==> src/rtl/arb_types_pkg.sv <==
// Shared types for the unified-RAM arbiter: RAM status codes, arbiter states
// and the word/address widths.
package arb_types_pkg;

   localparam int ARB_WORD_W = 32;
   localparam int ARB_ADDR_W = 32;

   typedef logic [ARB_WORD_W-1:0] word_t;
   typedef logic [ARB_ADDR_W-1:0] addr_t;

   typedef enum logic [1:0] {
      FREE   = 2'd0,
      BUSY   = 2'd1,
      ACCESS = 2'd2,
      ERROR  = 2'd3
   } ramstate_t;

   typedef enum logic [1:0] {
      IDLE = 2'd0,
      IGNT = 2'd1,
      DGNT = 2'd2
   } arb_state_t;

endpackage

==> src/rtl/mem_arb_pick.sv <==
// Combinational grant picker for the idle state. With MEM_ARB_RR_EN defined a
// data/instruction tie alternates on the previous tie winner; otherwise data wins.
module mem_arb_pick
   import arb_types_pkg::*;
(
   input  logic       d_req,
   input  logic       i_req,
`ifdef MEM_ARB_RR_EN
   input  logic       last_grant,   // 1 = data won the previous tie
`endif
   output arb_state_t grant
);

   always_comb begin
      grant = IDLE;
      if (d_req && i_req) begin
`ifdef MEM_ARB_RR_EN
         grant = last_grant ? IGNT : DGNT;
`else
         grant = DGNT;
`endif
      end else if (d_req) begin
         grant = DGNT;
      end else if (i_req) begin
         grant = IGNT;
      end
   end

endmodule

==> src/rtl/mem_arbiter.sv <==
// Arbiter sharing the single-ported unified RAM between icache and dcache.
// Optional round-robin tie-break enabled by defining MEM_ARB_RR_EN.
module mem_arbiter
   import arb_types_pkg::*;
#(
   parameter int WORD_W = ARB_WORD_W,
   parameter int ADDR_W = ARB_ADDR_W
) (
   input  logic              CLK,
   input  logic              nRST,
   input  logic              iREN,
   input  logic [ADDR_W-1:0] iaddr,
   output logic              iwait,
   output logic [WORD_W-1:0] iload,
   input  logic              dREN,
   input  logic              dWEN,
   input  logic [ADDR_W-1:0] daddr,
   input  logic [WORD_W-1:0] dstore,
   output logic              dwait,
   output logic [WORD_W-1:0] dload,
   output logic              ramREN,
   output logic              ramWEN,
   output logic [ADDR_W-1:0] ramaddr,
   output logic [WORD_W-1:0] ramstore,
   input  logic [WORD_W-1:0] ramload,
   input  logic [1:0]        ramstate,
   output logic              arb_err
);

   ramstate_t  ram_st;
   arb_state_t state_q, state_d, pick_grant;
   logic       arb_err_q, arb_err_d;
   logic       d_req, i_req, granted_live;

   assign ram_st = ramstate_t'(ramstate);
   assign d_req  = dREN | dWEN;
   assign i_req  = iREN;

`ifdef MEM_ARB_RR_EN
   logic last_grant_q, last_grant_d;

   mem_arb_pick u_pick (
      .d_req      (d_req),
      .i_req      (i_req),
      .last_grant (last_grant_q),
      .grant      (pick_grant)
   );

   // Only a tie updates the history, so consecutive ties alternate.
   always_comb begin
      last_grant_d = last_grant_q;
      if (state_q == IDLE && d_req && i_req)
         last_grant_d = (pick_grant == DGNT);
   end
`else
   mem_arb_pick u_pick (
      .d_req (d_req),
      .i_req (i_req),
      .grant (pick_grant)
   );
`endif

   always_comb begin
      state_d      = state_q;
      arb_err_d    = arb_err_q;
      granted_live = (state_q == DGNT) ? d_req : i_req;
      unique case (state_q)
         IDLE: state_d = pick_grant;
         IGNT, DGNT: begin
            if (ram_st == ERROR)
               arb_err_d = 1'b1;
            if (ram_st == ACCESS || ram_st == ERROR || !granted_live)
               state_d = IDLE;
         end
         default: state_d = IDLE;
      endcase
   end

   always_ff @(posedge CLK) begin
      if (!nRST) begin
         state_q   <= IDLE;
         arb_err_q <= 1'b0;
`ifdef MEM_ARB_RR_EN
         last_grant_q <= 1'b0;
`endif
      end else begin
         state_q   <= state_d;
         arb_err_q <= arb_err_d;
`ifdef MEM_ARB_RR_EN
         last_grant_q <= last_grant_d;
`endif
      end
   end

   // RAM side follows the live request inputs so a withdrawal drops enables at once.
   always_comb begin
      ramREN   = 1'b0;
      ramWEN   = 1'b0;
      ramaddr  = '0;
      ramstore = '0;
      iwait    = 1'b1;
      dwait    = 1'b1;
      iload    = '0;
      dload    = '0;
      unique case (state_q)
         DGNT: begin
            ramaddr  = daddr;
            ramstore = dstore;
            ramWEN   = dWEN;
            ramREN   = dREN & ~dWEN;
            dwait    = (ram_st != ACCESS);
            dload    = ramload;
         end
         IGNT: begin
            ramREN  = iREN;
            ramaddr = iaddr;
            iwait   = (ram_st != ACCESS);
            iload   = ramload;
         end
         default: ;
      endcase
   end

   assign arb_err = arb_err_q;

endmodule

==> config.mk <==
export PLATFORM = sky130hd
export DESIGN_NAME = mem_arbiter
export DESIGN_NICKNAME = d
export VERILOG_FILES = /design/src/rtl/arb_types_pkg.sv /design/src/rtl/mem_arb_pick.sv /design/src/rtl/mem_arbiter.sv
export SDC_FILE = /design/constraint.sdc
export NUM_CORES = 1
export LEC_CHECK = 0
export ABC_AREA = 1
export CORE_AREA = 3 3 104 106
export CTS_CLUSTER_SIZE = 20
export DETAILED_ROUTE_END_ITERATION = 10
export DIE_AREA = 0 0 107 109
export GPL_ROUTABILITY_DRIVEN = 0
export GPL_TIMING_DRIVEN = 1
export PLACE_DENSITY = 0.69
export SYNTH_ARGS = -nofsm -noshare
export SYNTH_HDL_FRONTEND = slang
export SYNTH_SLANG_ARGS = --single-unit
==> constraint.sdc <==
create_clock -name CLK -period 1.5 [get_ports CLK]
set_clock_uncertainty 0.1 [all_clocks]
set_input_delay 0.225 -clock CLK [delete_from_list [all_inputs] [get_ports CLK]]
set_output_delay 0.225 -clock CLK [all_outputs]
set_load 0.02 [all_outputs]
==> results of run 1 <==
how the worst max path moves through the flow:
stage | start | to | cells past startpoint
floorplan | state_q[0] | ramaddr[0] | 5
global placement | state_q[0] | ramaddr[1] | 7
detailed placement | state_q[0] | ramaddr[18] | 6
CTS | state_q[0] | ramaddr[13] | 7
global route | state_q[0] | ramaddr[18] | 8
finish | state_q[0] | dload[16] | 9
where the power goes:
part,internal [W],switching (W)
Clock,0.000181,0.0000489
Sequential,0.0000891,0.00000519
Combinational,0.00137,0.00124
Total,0.00164,0.00129
metal layers:
layer	track usage (%)	wire length, µm	vias up
met5	0	0	-
met4	3.65	192	0
met3	3.79	807	16
met2	35.9	6790	158
met1	19.0	4380	1504
li1	-	-	1587
synth_stat cells (all sizes together):
master	count
o21ai	1
nor2	6
a21oi	33
clkinv	1
dfxtp	3
buf	19
a21boi	1
o21a	1
nand3b	1
ha	3
nand2	167
nor3	1
nand3	4
inv	102
clkbuf	2
flip-flops by register name, summed over array words and instances, names as in the netlist:
register and cells:
arb_err 1, state_q 2
worst reg2reg max path, delay by kind of cell, from the launching register on:
kind / cells / cell delay, ns
fa+ha+maj: 1 / 0.22
simple gates: 6 / 0.42
buf+inv: 4 / 0.52
flops: 1 / 0.32
cells by family after synthesis:
kind of cell / count (synthesis)
AOI/OAI and AO/OA: 36
adders and majority gates: 3
buffers and inverters: 124
DFF: 3
and+or+nand+nor: 179
layout by cell type (no fill, tap or decap), types with 3 or more instances in the layout:
master | synthesis | final
a21oi_2 | 0 | 3
a21oi_4 | 0 | 30
buf_12 | 0 | 12
buf_16 | 0 | 9
buf_2 | 11 | 13
buf_4 | 3 | 25
buf_6 | 5 | 124
buf_8 | 0 | 8
clkbuf_8 | 0 | 3
clkdlybuf4s50_1 | 0 | 134
ha_4 | 0 | 3
inv_1 | 102 | 64
inv_2 | 0 | 38
nand2_1 | 167 | 88
nand2_2 | 0 | 67
nand2_4 | 0 | 12
nand3_1 | 4 | 4
nor2_1 | 6 | 6
layout make-up:
type	count	area share, %
clock buffers	4	0.765
inverters	103	6.78
multi-input cells	218	26.4
flip-flops and latches	3	1.06
well taps	133	2.83
repair buffers	328	62.2
stage by stage:
step                hold WS, ns  util [%]  instances
floorplan                 0.243         -        345
detailed placement        0.361      48.9        747
CTS                       0.371      55.3        787
global placement          0.348      48.9        747
finish                    0.347      59.7        789
global route              0.384      59.7        789
timing repair:
item | CTS | global route
setup buffers | 26 | 3
gates cloned | 10 | 2
endpoints found under the hold margin | 0 | 0
resized for setup | 757 | 181
pin swaps | 0 | 19
endpoints found under the setup margin | 132 | 136
==> summary.md, run 1 <==
| Metric | Value |
|---|---|
| Slowest cell on crit path | dfxtp_2 |
| Crit path arrival time | 1.56 ns |
| Die Wd | 107 µm |
| DR iter-0 viols | 155 |
| RSZ-0062 raised after global routing | true |
| VDD IR max | 0.327 mV |
| CTS sink cnt | 3 |
| Final Power | 0.00294 W |
| DIE AREA | 0.0117 mm² |
| Core area | 0.00986 mm² |
| Insertion delay to the later sink of the worst-skew pair | 0.21 ns |
| IO Pins | 268 |
| Vias in the first global route | 3257 |
| Main combinational cell family by area after synthesis | simple AND/OR/NAND/NOR gates |
| Syn Std Cell Area | 0.00149 mm² |
| Area leader, netlist | nand2_1 |
| FF-to-FF End | state_q[0] |
| Area of the multi-input gates | 0.00155 mm² |
| Site Rows | 36 |
| Clock Tree Buf Depth | 2 |
| Total track usage | 17.9% |
| Worst path top cell family by delay | buffers and inverters |
| Initial Utilization | 15.1% |
| CP peak stage delay | 0.34 ns |
| Synth warn | 0 |
| Min-Delay Startpoint | arb_err |
| Power density over the cells | 499 mW/mm² |
| Share of the synthesized area in the top cell type | 42.0% |
| Fillers | 804 |
| Routed WL | 12200 µm |
| Synth Area in Compound Gates | 12.4% |
| Vias | 3265 |
| Seq cells post-synth | 3 |
| CP Max Fanout | 6 |
| Antenna viol nets, final | 0 |
| Remaining routing DRC violations | 0 |
| Reg area | 62.6 µm² |
| DR vias/cell | 4.14 |
| Seq/Total Area, Yosys | 4.02% |
| DP HPWL | 8360 µm |
| Status | finished with violations |
| Worst-Margin Slew | 0.244 ns |
| Synth top area cells | nand2_1 (42%), inv_1 (26%), a21oi_1 (11%) |
| Setup crit start kind | register |
| Net Count, Synth | 483 |
| Max cap viols | 0 |
| XOR/XNOR Fraction of Synth Area | 0% |
| Placed inst area | 0.00482 mm² |
| Relative slew slack | 83.7% |
| Critical path capture point type | primary output |
| Clock slew at reported path FFs | 0.03 ns |
| Grt ovf | 0 |
| Number of cells on the worst hold path | 1 |
| Hold Buf Count CTS | 0 |
| Area Overhead vs Synth | 294% |
| Final Cell Area | 0.00589 mm² |
| Worst Path Required | 1.17 ns |
| Worst hold path type | reg2reg |
| Layout cell share with drive strength beyond 1 | 53.8% |
| Largest net degree at the start of global routing | 16 |
| Simple-Gate Fraction of Synth Area | 45.7% |
| Drt wl/cell | 15.4 µm |
| Final worst slack | -0.380 ns |
| Setup WS pre-CTS | -0.609 ns |
| Antenna diodes | 0 |
| Final hold violation count | 0 |
| Final Max Slew Viols | 0 |
| Max frequency | 532 MHz |
| Period Utilization, post-route | 125% |
| CTS tree | built |
| CTS Root Cell | clkbuf_8 |
| Syn Area/Cell | 4.33 µm² |
| Hold path endpoint | arb_err |
| Mux contribution to synthesized area | 0% |
| Crit path cell chain | inv_2, buf_6, ha_4, buf_12, buf_16, buf_8, nand2_2, inv_2, buf_6 |
| Final setup viols | 134 |
| Crit path buf inv count | 7 |
| Reg2reg path depth | 11 |
| Failing checks | setup timing |
| Post-route setup TNS | -39.41 ns |
| Die span in y | 109 µm |
| First-pass GRT wire length | 16700 µm |
| Fin crit period | 1.88 ns |
| Post-synthesis adder-cell area fraction | 2.51% |
| Post-synth cell types | 17 |
| TritonCTS Buffers | 3 |
| DRT Pass-1 Iters | 6 |
| Port Buf Inserts | 267 |
| R2r setup slk | -0.17 ns |
| H-tree Lvls | 1 |
| Critical path class | reg2out |
| Reg2reg start | state_q[0] |
| Nets | 795 |
| Static Leakage | 3.09 nW |
| Post-Syn Instances | 345 |
| Initial antenna violation count | 0 |
(Power assumes the default switching activity.)
==> run 2, diff against run 1 <==
Settings changed: CORE_AREA 3 3 104 106 to default, CORE_ASPECT_RATIO from default to 1.75, CORE_MARGIN from default to 8, CORE_UTILIZATION from default to 19, CTS_BUF_LIST from default to sky130_fd_sc_hd__clkbuf_8, DIE_AREA 0 0 107 109 to default, PLACE_DENSITY 0.69 to 0.84.
==> run 2 against run 1 <==
Compared with the run above:
- total power increased by 13%
- clock power about the same
- flip-flop and latch count unchanged
- largest power group unchanged
- first-iteration DRC count decreased by 34%
- sequential power about the same
- the flow still finishes with violations (setup timing)
- combinational power increased by 15%
- hold slack improved by 0.0030 ns
- core utilization increased by 20 points
- setup slack got worse by 0.072 ns
- critical path type unchanged
- largest cell class unchanged
- via count increased by 5.5%
==> summary.md, run 2 (synthesized netlist as in run 1, its figures left out) <==
| Metric | Value |
|---|---|
| First-pass GRT wire length | 18400 µm |
| CTS Root Cell | clkbuf_8 |
| Die Wd | 83 µm |
| Remaining routing DRC violations | 0 |
| Grt ovf | 0 |
| Initial Utilization | 19.1% |
| Crit path arrival time | 1.63 ns |
| Antenna viol nets, final | 0 |
| Site Rows | 43 |
| Switching pwr | 0.00148 W |
| Reg area | 62.6 µm² |
| Max frequency | 512 MHz |
| Area of the multi-input gates | 0.00175 mm² |
| Worst path top cell family by delay | buffers and inverters |
| Final setup viols | 135 |
| Period Utilization, post-route | 130% |
| Logic pwr share | 90.3% |
| Drt wl/cell | 20.2 µm |
| Routing usage on met1 | 18.6% |
| Commonest non-fill, non-tap cell in the layout | buf_6 |
| Crit path buf inv count | 6 |
| Busiest grt layer | met2 |
| Worst Path Required | 1.17 ns |
| Worst-Margin Slew | 0.261 ns |
| Relative slew slack | 82.6% |
| Static Leakage | 3.35 nW |
| Reg2reg start | state_q[0] |
| Vias | 3446 |
| Clock slew at reported path FFs | 0.03 ns |
| Worst hold path type | reg2reg |
| Layout cell share with drive strength beyond 1 | 58.5% |
| Power density over the cells | 535 mW/mm² |
| Port Buf Inserts | 267 |
| Clock Tree Buf Depth | 2 |
| CP Max Fanout | 8 |
| DRT Pass-1 Iters | 4 |
| Most frequent cells in the layout | buf_6 (135), clkdlybuf4s50_1 (134), nand2_1 (84) |
| Final worst slack | -0.452 ns |
| Antenna diodes | 0 |
| Largest net degree at the start of global routing | 28 |
| Pint | 0.00185 W |
| CP peak stage delay | 0.33 ns |
| Nets | 804 |
| Critical path class | reg2out |
| Switching share of power | 44.4% |
| DR vias/cell | 4.56 |
| TritonCTS Buffers | 3 |
| Most flops, register | state_q |
| Slowest cell on crit path | dfxtp_2 |
| Met3 Usage GRT | 5.87% |
| Hold Buf Count CTS | 0 |
| Fin crit period | 1.95 ns |
| Crit path cell chain | inv_2, buf_6, ha_4, clkinv_8, buf_16, buf_4, a21oi_4, buf_6 |
| RSZ-0062 raised after global routing | true |
| Routed WL | 15200 µm |
| Final hold violation count | 0 |
| CTS tree | built |
| Min-Delay Startpoint | arb_err |
| Setup crit start kind | register |
| DR iter-0 viols | 103 |
| VDD IR max | 0.463 mV |
| Fillers | 444 |
| IO Pins | 268 |
| Vias in the first global route | 3417 |
| DIE AREA | 0.0111 mm² |
| Initial antenna violation count | 0 |
| Max cap viols | 0 |
| Max reg flops | 2 |
| Insertion delay to the later sink of the worst-skew pair | 0.21 ns |
| CP most frequent cell | buf_6 |
| Sequential share of power | 2.8% |
| Hold slack | 0.350 ns |
| DP HPWL | 9190 µm |
| Critical path capture point type | primary output |
| Post-route setup TNS | -41.51 ns |
| Die span in y | 133 µm |
| Final Max Slew Viols | 0 |
| Clk pwr share | 6.8% |
| Crit path from | state_q[0] |
| Area Overhead vs Synth | 317% |
| Core area | 0.00780 mm² |
| H-tree Lvls | 1 |
| M2 GR Usage | 40.7% |
| Status | finished with violations |
| Total track usage | 20.6% |
| CTS sink cnt | 3 |
| Failing checks | setup timing |
==> run 2: cell types whose count changed in the layout (fill, tap and decap cells not counted), sizes merged <==
cell,before,now
inv,102,103
buf,191,190
clkbuf,6,15
==> run 2: through the flow <==
| step | setup slack [ns] | std cells | utilization (%) | total power [W] | instance area [µm²] |
|---|---|---|---|---|---|
| floorplan | -0.0198 | 345 | - | 0.00105 | 1890 |
| global placement | -0.549 | 702 | 61.4 | 0.00202 | 4790 |
| detailed placement | -0.610 | 702 | 61.4 | 0.00206 | 4790 |
| CTS | -0.436 | 732 | 70.0 | 0.00278 | 5460 |
| global route | -0.499 | 755 | 79.8 | 0.00348 | 6230 |
| finish | -0.452 | 755 | 79.8 | 0.00333 | 6230 |
==> run 2: final timing paths <==
check | cells after the start | slack [ns] | to
max | 8 | -0.45 | ramaddr[18]
min reg2reg | 1 | 0.35 | arb_err
max reg2reg | 10 | -0.16 | state_q[0]
min | 1 | 0.35 | arb_err
==> run 2: area by class of cell <==
| class | count | area share, % |
|---|---|---|
| timing repair buffer | 337 | 61.9 |
| tap | 90 | 1.81 |
| multi-input combinational | 218 | 28.1 |
| inverter | 103 | 6.41 |
| sequential | 3 | 1.00 |
| clock inverter | 1 | 0.0603 |
| clock buffer | 3 | 0.663 |
==> run 2: layer usage <==
metal / vias to the layer above / wire length (µm) / part of all wire, %
met5: - / 0 / 0
met1: 1603 / 4990 / 33
met2: 193 / 8530 / 56
met4: 0 / 769 / 5.1
met3: 48 / 929 / 6.1
li1: 1602 / - / -
==> run 2: power by group through the flow <==
stage	Combinational (W)	Clock, W	Sequential, W
CTS	0.00244	0.000238	0.0000941
floorplan	0.000949	0	0.0000961
global placement	0.00193	0	0.0000929
detailed placement	0.00196	0	0.0000937
global route	0.00314	0.000250	0.0000949
finish	0.00301	0.000227	0.0000944
==> run 2: repair_timing <==
item,4_1_cts,5_1_grt
setup buffers,19,23
gates resized for setup,688,308
pin swaps,7,15
endpoints found under the setup margin,133,136
cloned,7,5
==> run 3, diff against run 2 <==
Settings changed: CORE_AREA from default to 2 2 103 105, CORE_ASPECT_RATIO 1.75 to default, CORE_MARGIN 8 to default, CORE_UTILIZATION 19 to default, DIE_AREA from default to 0 0 105 107, PLACE_DENSITY 0.84 to 0.64.
==> run 3 against run 2 <==
Compared with the run above:
- the run still ends with setup timing left
- clock power about the same
- total power decreased by 13%
- non-clock buffer count decreased by 18
- flip-flop and latch count unchanged
- first-iteration DRC count increased by 16%
- critical path depth decreased by 1
- core utilization decreased by 22 points
- hold slack improved by 0.019 ns
- design area decreased by 6.7%
- cell count increased by 3.7%
- largest power group unchanged
==> summary.md, run 3 (synthesized netlist as in run 1, its figures left out) <==
| Metric | Value |
|---|---|
| Status | finished with violations |
| Failing checks | setup timing |
| Drt wl/cell | 14.3 µm |
| Port Buf Inserts | 267 |
| Post-route setup TNS | -30.71 ns |
| Layout cell share with drive strength beyond 1 | 50.9% |
| Max reg flops | 2 |
| Setup crit start kind | register |
| DR vias/cell | 4.02 |
| Crit path cell chain | buf_4, ha_4, buf_12, buf_16, nand2_1, a21oi_4, buf_6 |
| Initial antenna violation count | 0 |
| DIE AREA | 0.0112 mm² |
| Die span in y | 107 µm |
| Die Wd | 105 µm |
| RSZ-0062 raised after global routing | true |
| Reg2reg start | state_q[0] |
| Reg2reg path depth | 10 |
| Initial Utilization | 14.8% |
| CTS Root Cell | clkbuf_8 |
| Critical path class | reg2out |
| Hold path endpoint | arb_err |
| Final Cell Area | 0.00581 mm² |
| Core area | 0.0101 mm² |
| Worst Path Required | 1.17 ns |
| DR iter-0 viols | 119 |
| Routed WL | 11200 µm |
| Site Rows | 37 |
| CP Max Fanout | 6 |
| Grt ovf | 0 |
| Antenna viol nets, final | 0 |
| IO Pins | 268 |
| Final worst slack | -0.348 ns |
| Commonest non-fill, non-tap cell in the layout | clkdlybuf4s50_1 |
| VDD IR max | 0.278 mV |
| Most frequent cells in the layout | clkdlybuf4s50_1 (134), buf_6 (124), nand2_1 (102) |
| Clock slew at reported path FFs | 0.03 ns |
| Final Power | 0.00290 W |
| Relative slew slack | 83.7% |
| Vias in the first global route | 3130 |
| Final Max Slew Viols | 0 |
| H-tree Lvls | 1 |
| CP peak stage delay | 0.32 ns |
| Remaining routing DRC violations | 0 |
| Number of cells on the worst hold path | 1 |
| Slowest cell on crit path | dfxtp_2 |
| Final core utilization | 57.6% |
| Period Utilization, post-route | 123% |
| CTS sink cnt | 3 |
| TritonCTS Buffers | 3 |
| Power density over the cells | 500 mW/mm² |
| Max frequency | 541 MHz |
| Area Overhead vs Synth | 289% |
| Max cap viols | 0 |
| Fin crit period | 1.85 ns |
| Insertion delay to the later sink of the worst-skew pair | 0.21 ns |
| Crit path arrival time | 1.52 ns |
| DP HPWL | 7930 µm |
| Antenna diodes | 0 |
| DRT Pass-1 Iters | 4 |
| Total track usage | 17.5% |
| Worst-Margin Slew | 0.245 ns |
| Min-Delay Startpoint | arb_err |
| Clock Tree Buf Depth | 2 |
| Nets | 786 |
| Critical path capture point type | primary output |
| Final hold violation count | 0 |
| First-pass GRT wire length | 15800 µm |
| Worst hold path type | reg2reg |
| Static Leakage | 3.14 nW |
| Placed inst area | 0.00484 mm² |
| Most flops, register | state_q |
| Final setup viols | 134 |
| R2r setup slk | -0.15 ns |
| Largest net degree at the start of global routing | 21 |
| Vias | 3148 |
| CTS tree | built |
| FF-to-FF End | state_q[0] |
run 3: worst max-delay path, delay by kind of cell, from the launching register on:
kind / cells / cell delay (ns)
AND/OR/NAND/NOR: 1 / 0.09
adder cells (fa/ha/maj): 1 / 0.23
AO/OA/AOI/OAI: 1 / 0.16
buffers and inverters: 4 / 0.51
flip-flops: 1 / 0.32
run 3: per-layer routing:
metal  vias up  GRT usage (%)  wire length [µm]
met2       145           34.6              6110
met5         -              0                 0
met1      1429           19.3              4230
met3         2           4.13               812
met4         0           1.81                 8
li1       1572              -                 -
run 3: through the flow:
stage / std cells / setup slack, ns / hold slack, ns
after floorplan: 345 / -0.0198 / 0.243
after global placement: 754 / -0.586 / 0.358
after detailed placement: 754 / -0.596 / 0.360
after CTS: 780 / -0.419 / 0.374
after global routing: 783 / -0.396 / 0.391
final: 783 / -0.348 / 0.370
run 3: power breakdown:
part	switching, W	internal, W
combinational	0.00124	0.00134
clock	0.0000507	0.000174
sequential	0.00000452	0.0000890
total	0.00130	0.00160
run 3: final cells by class:
class	count	area (µm²)
clock inverters	1	3.75
fillers	914	4280
repair buffers	319	3510
well taps	136	170
multi-input cells	218	1620
inverters	103	399
clock buffers	3	41.3
flip-flops and latches	3	62.6
run 3: timing repair:
action                                  CTS  global route
gates resized for setup                 683           251
cloned                                   10             2
buffers inserted                         12             5
endpoints found under the setup margin  135           135
pin swaps                                10            10
endpoints found under the hold margin     0             0
hold buffers                              0             0
run 3: worst max-delay path by stage:
| stage | start | to | slack (ns) | cells past startpoint |
|---|---|---|---|---|
| 4_1_cts | state_q[0] | ramaddr[2] | -0.42 | 7 |
| 2_1_floorplan | state_q[0] | ramaddr[0] | -0.02 | 5 |
| 3_3_place_gp | state_q[0] | ramaddr[17] | -0.59 | 6 |
| 5_1_grt | state_q[0] | ramaddr[6] | -0.40 | 8 |
| 6_report | state_q[0] | ramaddr[18] | -0.35 | 7 |
| 3_5_place_dp | state_q[0] | ramaddr[6] | -0.60 | 6 |
